### src/rtl/lru_resolver_pkg.sv
// Shared types for the LRU resolve stage: tagged keys, lookup values, results
// and history entries.
package lru_resolver_pkg;
  localparam int KEY_BITS = 8;
  localparam int VAL_BITS = 16;

  typedef logic [KEY_BITS-1:0] key_t;
  typedef logic [VAL_BITS-1:0] val_t;

  typedef struct packed {
    key_t key;
    logic last;
    logic hit;
  } ext_t;

  typedef struct packed {
    key_t key;
    val_t val;
    logic last;
  } res_t;

  typedef struct packed {
    key_t key;
    val_t val;
  } hist_t;

  localparam int EXT_BITS = $bits(ext_t);
endpackage

### src/rtl/lru_resolver_pend.sv
// Pending-entry FIFO: holds accepted tagged keys until their value is resolved.
module pend_fifo #(
  parameter int WIDTH = 8,
  parameter int DEPTH = 16
) (
  input  logic             clk,
  input  logic             rst,
  input  logic             push,
  input  logic [WIDTH-1:0] push_data,
  input  logic             pop,
  output logic [WIDTH-1:0] head,
  output logic             full,
  output logic             empty
);
  localparam int AW = $clog2(DEPTH);

  logic [WIDTH-1:0] mem [DEPTH];
  logic [AW-1:0]    wr_ptr;
  logic [AW-1:0]    rd_ptr;
  logic [AW:0]      count;

  always_ff @(posedge clk) begin
    if (push) mem[wr_ptr] <= push_data;
  end

  always_ff @(posedge clk or posedge rst) begin
    if (rst) begin
      wr_ptr <= '0;
      rd_ptr <= '0;
      count  <= '0;
    end else begin
      if (push) wr_ptr <= wr_ptr + 1'b1;
      if (pop)  rd_ptr <= rd_ptr + 1'b1;
      case ({push, pop})
        2'b10:   count <= count + 1'b1;
        2'b01:   count <= count - 1'b1;
        default: count <= count;
      endcase
    end
  end

  assign head  = mem[rd_ptr];
  assign full  = (count == (AW+1)'(DEPTH));
  assign empty = (count == '0);
endmodule

### src/rtl/lru_resolver.sv
// Resolves hit-tagged keys: misses go to the lookup unit, hits are served from
// a short history of recent results; results leave strictly in arrival order.
module lru_resolver
  import lru_resolver_pkg::*;
#(
  parameter int CACHE_DEPTH = 8,
  parameter int PEND_DEPTH  = 16
) (
  input  logic                aclk,
  input  logic                areset,
  input  logic                s_meta_valid,
  output logic                s_meta_ready,
  input  logic [KEY_BITS-1:0] s_meta_key,
  input  logic                s_meta_last,
  input  logic                s_meta_hit,
  output logic                m_req_valid,
  input  logic                m_req_ready,
  output logic [KEY_BITS-1:0] m_req_key,
  input  logic                s_rsp_valid,
  output logic                s_rsp_ready,
  input  logic [VAL_BITS-1:0] s_rsp_val,
  output logic                m_res_valid,
  input  logic                m_res_ready,
  output logic [KEY_BITS-1:0] m_res_key,
  output logic [VAL_BITS-1:0] m_res_val,
  output logic                m_res_last,
  output logic [31:0]         hit_cnt,
  output logic [31:0]         miss_cnt,
  output logic                err_nomatch
);
  localparam int HIST_N = CACHE_DEPTH - 1;

  // All streams use valid/ready: a transfer happens on a rising edge where
  // both are high; a source holds valid and data stable until it transfers.

  ext_t  in_ext;
  ext_t  head;
  logic  pend_full;
  logic  pend_empty;
  logic  push;
  logic  fire;
  hist_t hist [HIST_N];
  logic [HIST_N-1:0] hist_vld;
  logic  match_found;
  val_t  match_val;
  val_t  res_val;
  res_t  res_q;

  assign in_ext       = '{key: s_meta_key, last: s_meta_last, hit: s_meta_hit};
  assign m_req_valid  = s_meta_valid & ~s_meta_hit & ~pend_full;
  assign m_req_key    = s_meta_key;
  assign s_meta_ready = ~pend_full & (s_meta_hit | m_req_ready);
  assign push         = s_meta_valid & s_meta_ready;

  pend_fifo #(
    .WIDTH(EXT_BITS),
    .DEPTH(PEND_DEPTH)
  ) u_pend (
    .clk      (aclk),
    .rst      (areset),
    .push     (push),
    .push_data(in_ext),
    .pop      (fire),
    .head     (head),
    .full     (pend_full),
    .empty    (pend_empty)
  );

  assign fire        = ~pend_empty & (head.hit | s_rsp_valid) & (~m_res_valid | m_res_ready);
  assign s_rsp_ready = fire & ~head.hit;

  // Scan from the oldest entry down so the newest match overwrites older ones.
  always_comb begin
    match_found = 1'b0;
    match_val   = '0;
    for (int i = HIST_N - 1; i >= 0; i--) begin
      if (hist_vld[i] && hist[i].key == head.key) begin
        match_found = 1'b1;
        match_val   = hist[i].val;
      end
    end
  end

  assign res_val = head.hit ? match_val : s_rsp_val;

  always_ff @(posedge aclk or posedge areset) begin
    if (areset) begin
      m_res_valid <= 1'b0;
      res_q       <= '0;
      hit_cnt     <= '0;
      miss_cnt    <= '0;
      err_nomatch <= 1'b0;
      hist_vld    <= '0;
      for (int i = 0; i < HIST_N; i++) hist[i] <= '0;
    end else if (fire) begin
      m_res_valid <= 1'b1;
      res_q       <= '{key: head.key, val: res_val, last: head.last};
      if (head.hit) begin
        hit_cnt <= hit_cnt + 32'd1;
        if (!match_found) err_nomatch <= 1'b1;
      end else begin
        miss_cnt <= miss_cnt + 32'd1;
      end
      hist[0]  <= '{key: head.key, val: res_val};
      hist_vld <= {hist_vld[HIST_N-2:0], 1'b1};
      for (int i = 1; i < HIST_N; i++) hist[i] <= hist[i-1];
    end else if (m_res_ready) begin
      m_res_valid <= 1'b0;
    end
  end

  assign m_res_key  = res_q.key;
  assign m_res_val  = res_q.val;
  assign m_res_last = res_q.last;
endmodule
### config.mk
export PLATFORM = sky130hd
export DESIGN_NAME = lru_resolver
export DESIGN_NICKNAME = d
export VERILOG_FILES = /design/src/rtl/lru_resolver_pkg.sv /design/src/rtl/lru_resolver_pend.sv /design/src/rtl/lru_resolver.sv
export SDC_FILE = /design/constraint.sdc
export NUM_CORES = 1
export LEC_CHECK = 0
export BUFFER_PORTS_ARGS = -buffer_cell sky130_fd_sc_hd__buf_4
export CORE_UTILIZATION = 50
export CTS_CLUSTER_DIAMETER = 60
export DETAILED_ROUTE_END_ITERATION = 7
export HOLD_SLACK_MARGIN = 0.15
export PLACE_DENSITY = 0.79
export SLEW_MARGIN = 20
export SYNTH_ARGS = -nofsm -noshare
export SYNTH_HDL_FRONTEND = slang
export SYNTH_SLANG_ARGS = --single-unit
### constraint.sdc
create_clock -name aclk -period 18.1 [get_ports aclk]
set_clock_uncertainty 0.15 [all_clocks]
set_input_delay 0.905 -clock aclk [delete_from_list [all_inputs] [get_ports aclk]]
set_output_delay 0.905 -clock aclk [all_outputs]
set_load 0.01 [all_outputs]
==> impl_metrics.py <==
metrics = {
    "outcome": {
        "status": "finished clean",
    },
    "logic_synthesis": {
        "ys_seq_elements": 415,
        "synth_area_mm2": 0.0190,
        "synth.top_cell.area_share_pct": 33.7,
        "yosys_warnings": 0,
        "syn_area_per_cell_um2": 11.1,
        "synthTopCellsByArea": "dfrtp_1 34%, edfxtp_1 25%, nand2_1 10%, xnor2_1 3.6%, mux4_2 3.0%",
        "synth_ff_type": "dfrtp_1",
        "synth_seq_area_share_pct": 59.0,
        "synth_nets": 1758,
        "synth-async-reset-ratio_pct": 61.4,
        "synthCells": 1714,
        "yosysUniqueCellTypes": 76,
        "yosysTopAreaCell": "dfrtp_1",
        "synth_edf_count": 160,
    },
    "global_route": {
        "first_global_vias": 13000,
        "grt_pass1_wl_um": 70900,
        "antenna_found_initial": 0,
        "grtUsageTotal_pct": 23.6,
        "gr-total-overflow": 0,
        "grt_max_degree": 98,
    },
    "final_layout": {
        "nets": 1851,
        "fillers": 2988,
        "drive_gt1_share_pct": 15.7,
        "stdcell_count": 2344,
        "register_area_mm2": 0.0112,
        "syn_to_final_growth_pct": 14.0,
        "postLayoutCoreUtil_pct": 58.5,
        "n_antenna_cell": 0,
        "multi_input_area_mm2": 0.00711,
    },
    "die": {
        "die_h_um": 197,
        "rows": 70,
        "die-area_mm2": 0.0387,
        "core_area_mm2": 0.0370,
        "die_w_um": 197,
        "ioPinCount": 134,
        "initial_core_util_pct": 51.3,
    },
    "routing": {
        "routed_via_density": 5.62,
        "wl_um": 44700,
        "drt_iter0_markers": 1002,
        "num_vias": 13200,
        "wl_per_cell_um": 19.1,
        "ant_nets": 0,
        "firstDrtPassIters": 5,
        "drcViolationCount": 0,
    },
    "setup_path": {
        "path_cells": "buf_4 -> mux4_2 -> mux4_2 -> o21ai_4 -> buf_4 -> inv_4 -> ha_1 -> fa_1 -> a21o_1 -> a21oi_1 -> xor2_1 -> nor2_1 -> xor2_1",
        "end_kind": "flip-flop",
        "critPathBufInv": 3,
        "slowest_delay_ns": 0.79,
        "crit_arrival_ns": 6.00,
        "critPathSlowestCell": "mux4_2",
        "crit_path_start_kind": "flip-flop",
        "path_class": "flip-flop to flip-flop",
        "path_max_fanout": 91,
        "worstPathRequired_ns": 18.40,
        "crit_family": "buffers and inverters",
    },
    "cts": {
        "path_clk_slew_ns": 0.06,
        "post_cts_buffers": 0,
        "root_buffer": "clkbuf_16",
        "ctsResizeCount": 0,
        "htreeDepth": 2,
        "clock_latency_ns": 0.59,
        "cts_tree": "yes",
        "numCtsBuffers": 44,
        "clockBufferDepth": 3,
        "postCtsHoldBufs": 0,
        "clock-sinks": 415,
    },
    "timing": {
        "finalSetupViolations": 0,
        "tightest_slew_ns": 1.18,
        "rsz0062_at_grt": "false",
        "whs_ns": 0.266,
        "tns_ns": 0,
        "fmaxAchievable_mhz": 175,
        "drv_slew": 0,
        "hold_violations": 0,
        "min_period_ns": 5.70,
        "relSlewSlack_pct": 21.1,
        "fin_crit_sh_pct": 31.5,
        "worst_slack_ns": 12.40,
    },
    "power_and_ir_drop": {
        "p_int_w": 0.00225,
        "leakage_nw": 9.72,
        "switching_share_pct": 39.0,
        "comb_power_share_pct": 38.2,
        "power_density_mw_per_mm2": 171,
        "p_seq_share_pct": 38.0,
        "clkPwrFrac_pct": 23.8,
        "p_switching_w": 0.00144,
        "peakVddDrop_mv": 0.125,
    },
    "run": {
        "cap_violations": 0,
    },
    "placed_design": {
        "pre_cts_ws_ns": 12.46,
        "dp.cells": 2265,
        "place_congestion": 0.850,
        "port_buffers": 133,
        "hpwlAfterDp_um": 28800,
    },
    "min_path": {
        "holdCritPathClass": "primary input to async pin",
    },
}
[through the flow]
stage / area, µm² / total power [W]
final: 21600 / 0.00369
after global routing: 21600 / 0.00392
after CTS: 21600 / 0.00371
after floorplan: 19000 / 0.00242
after global placement: 20200 / 0.00275
after detailed placement: 20200 / 0.00281
[flip-flops by register name (all words and copies together), names as in the netlist]
name	flops
hit_cnt	32
u_pend.mem	160
hist	144
m_res_val	16
u_pend.rd_ptr	4
u_pend.wr_ptr	4
m_res_last	1
u_pend.count	5
err_nomatch	1
m_res_key	8
miss_cnt	32
m_res_valid	1
hist_vld	7
[cell usage after synthesis (all sizes together) (8+ instances only)]
library cell,n
a211o,8
a21oi,50
a221o,14
a221oi,9
and2,20
and3,16
buf,54
clkbuf,55
dfrtp,255
edfxtp,160
ha,11
inv,25
mux2,17
mux2i,52
mux4,27
nand2,514
nand2b,9
nand3,33
nand4,25
nor2,72
nor3,25
nor4,17
o21ai,37
or3,9
xnor2,77
xor2,49
[final cells by class]
type                            instances  share of cell area, %
Sequential cell                       415                   51.8
Clock inverter                         16                  0.677
Clock buffer                           63                   5.80
Inverter                               25                  0.481
Timing Repair Buffer                  156                   5.44
Multi-Input combinational cell       1165                   32.9
Tap cell                              504                   2.92
[kinds of logic (layout without fill, tap and decap cells)]
kind of cell | count (synthesis) | after routing | share of synthesized area, %
buf+inv | 134 | 260 | 3.61
fa+ha+maj | 12 | 12 | 0.831
mux | 96 | 96 | 7.30
xor+xnor | 126 | 126 | 5.82
simple gates | 767 | 767 | 17.5
compound gates | 164 | 164 | 5.90
flops | 415 | 415 | 59.0
[worst register-to-register path, stage by stage, from the launching register on]
cell and delay (ns):
dfrtp_2 0.34, buf_4 0.68, mux4_2 0.49, mux4_2 0.79, o21ai_4 0.24, buf_4 0.67, inv_4 0.54, ha_1 0.48
fa_1 0.43, a21o_1 0.20, a21oi_1 0.18, xor2_1 0.17, nor2_1 0.06, xor2_1 0.14
[worst paths after layout]
check / slack, ns / startpoint / end / cells after the start
setup / recovery: 12.40 / u_pend.rd_ptr[2] / u_pend.count[4] / 13
hold / removal: 0.27 / areset / hist[100] / 2
setup reg to reg: 12.40 / u_pend.rd_ptr[2] / u_pend.count[4] / 13
hold reg to reg: 0.33 / hist[97] / hist[73] / 2
max in group asynchronous: 15.39 / areset / hist[16] / 4
min in group aclk: 0.33 / hist[97] / hist[73] / 2
[routing by layer]
| layer | vias to the layer above | global-route usage, % | part of all wire, % |
|---|---|---|---|
| li1 | 6068 | - | - |
| met1 | 6534 | 30.2 | 40 |
| met2 | 470 | 39.9 | 50 |
| met3 | 96 | 4.47 | 6.2 |
| met4 | 0 | 8.90 | 3.0 |
| met5 | - | 0 | 0 |
[cell usage in the layout, fill, tap and decap left out, types with 5 or more instances in the layout]
cell type  synthesis  final
dfrtp_1          255    254
buf_4             35    155
a221o_1           14     14
nand3_1           33     33
o21ai_0           37     36
mux2i_1           47     47
clkbuf_16          0     45
nor4_1            17     17
a21oi_1           49     49
edfxtp_1         160    160
xor2_1            49     49
a22oi_1            7      7
a221oi_1           9      9
clkbuf_1          55     12
clkbuf_8           0      6
nor2_2             0      5
xnor2_1           77     77
nor3_1            25     25
nor2_1            72     67
ha_1              11     11
mux2_2            16     16
clkinv_2           0      5
or3_1              8      8
inv_1             24     23
nand2b_1           9      9
nand4_1           25     25
nand2_1          514    514
a211o_1            8      8
and2_1            19     19
and3_1            16     16
mux4_2            25     25
[power groups by stage]
stage | clock (W) | combinational (W) | sequential, W
2_1_floorplan | 0 | 0.00108 | 0.00135
3_3_place_gp | 0 | 0.00135 | 0.00140
3_5_place_dp | 0 | 0.00140 | 0.00141
4_1_cts | 0.000897 | 0.00141 | 0.00140
5_1_grt | 0.000936 | 0.00155 | 0.00143
6_report | 0.000880 | 0.00141 | 0.00140
Power figures use the tool's default switching activity.
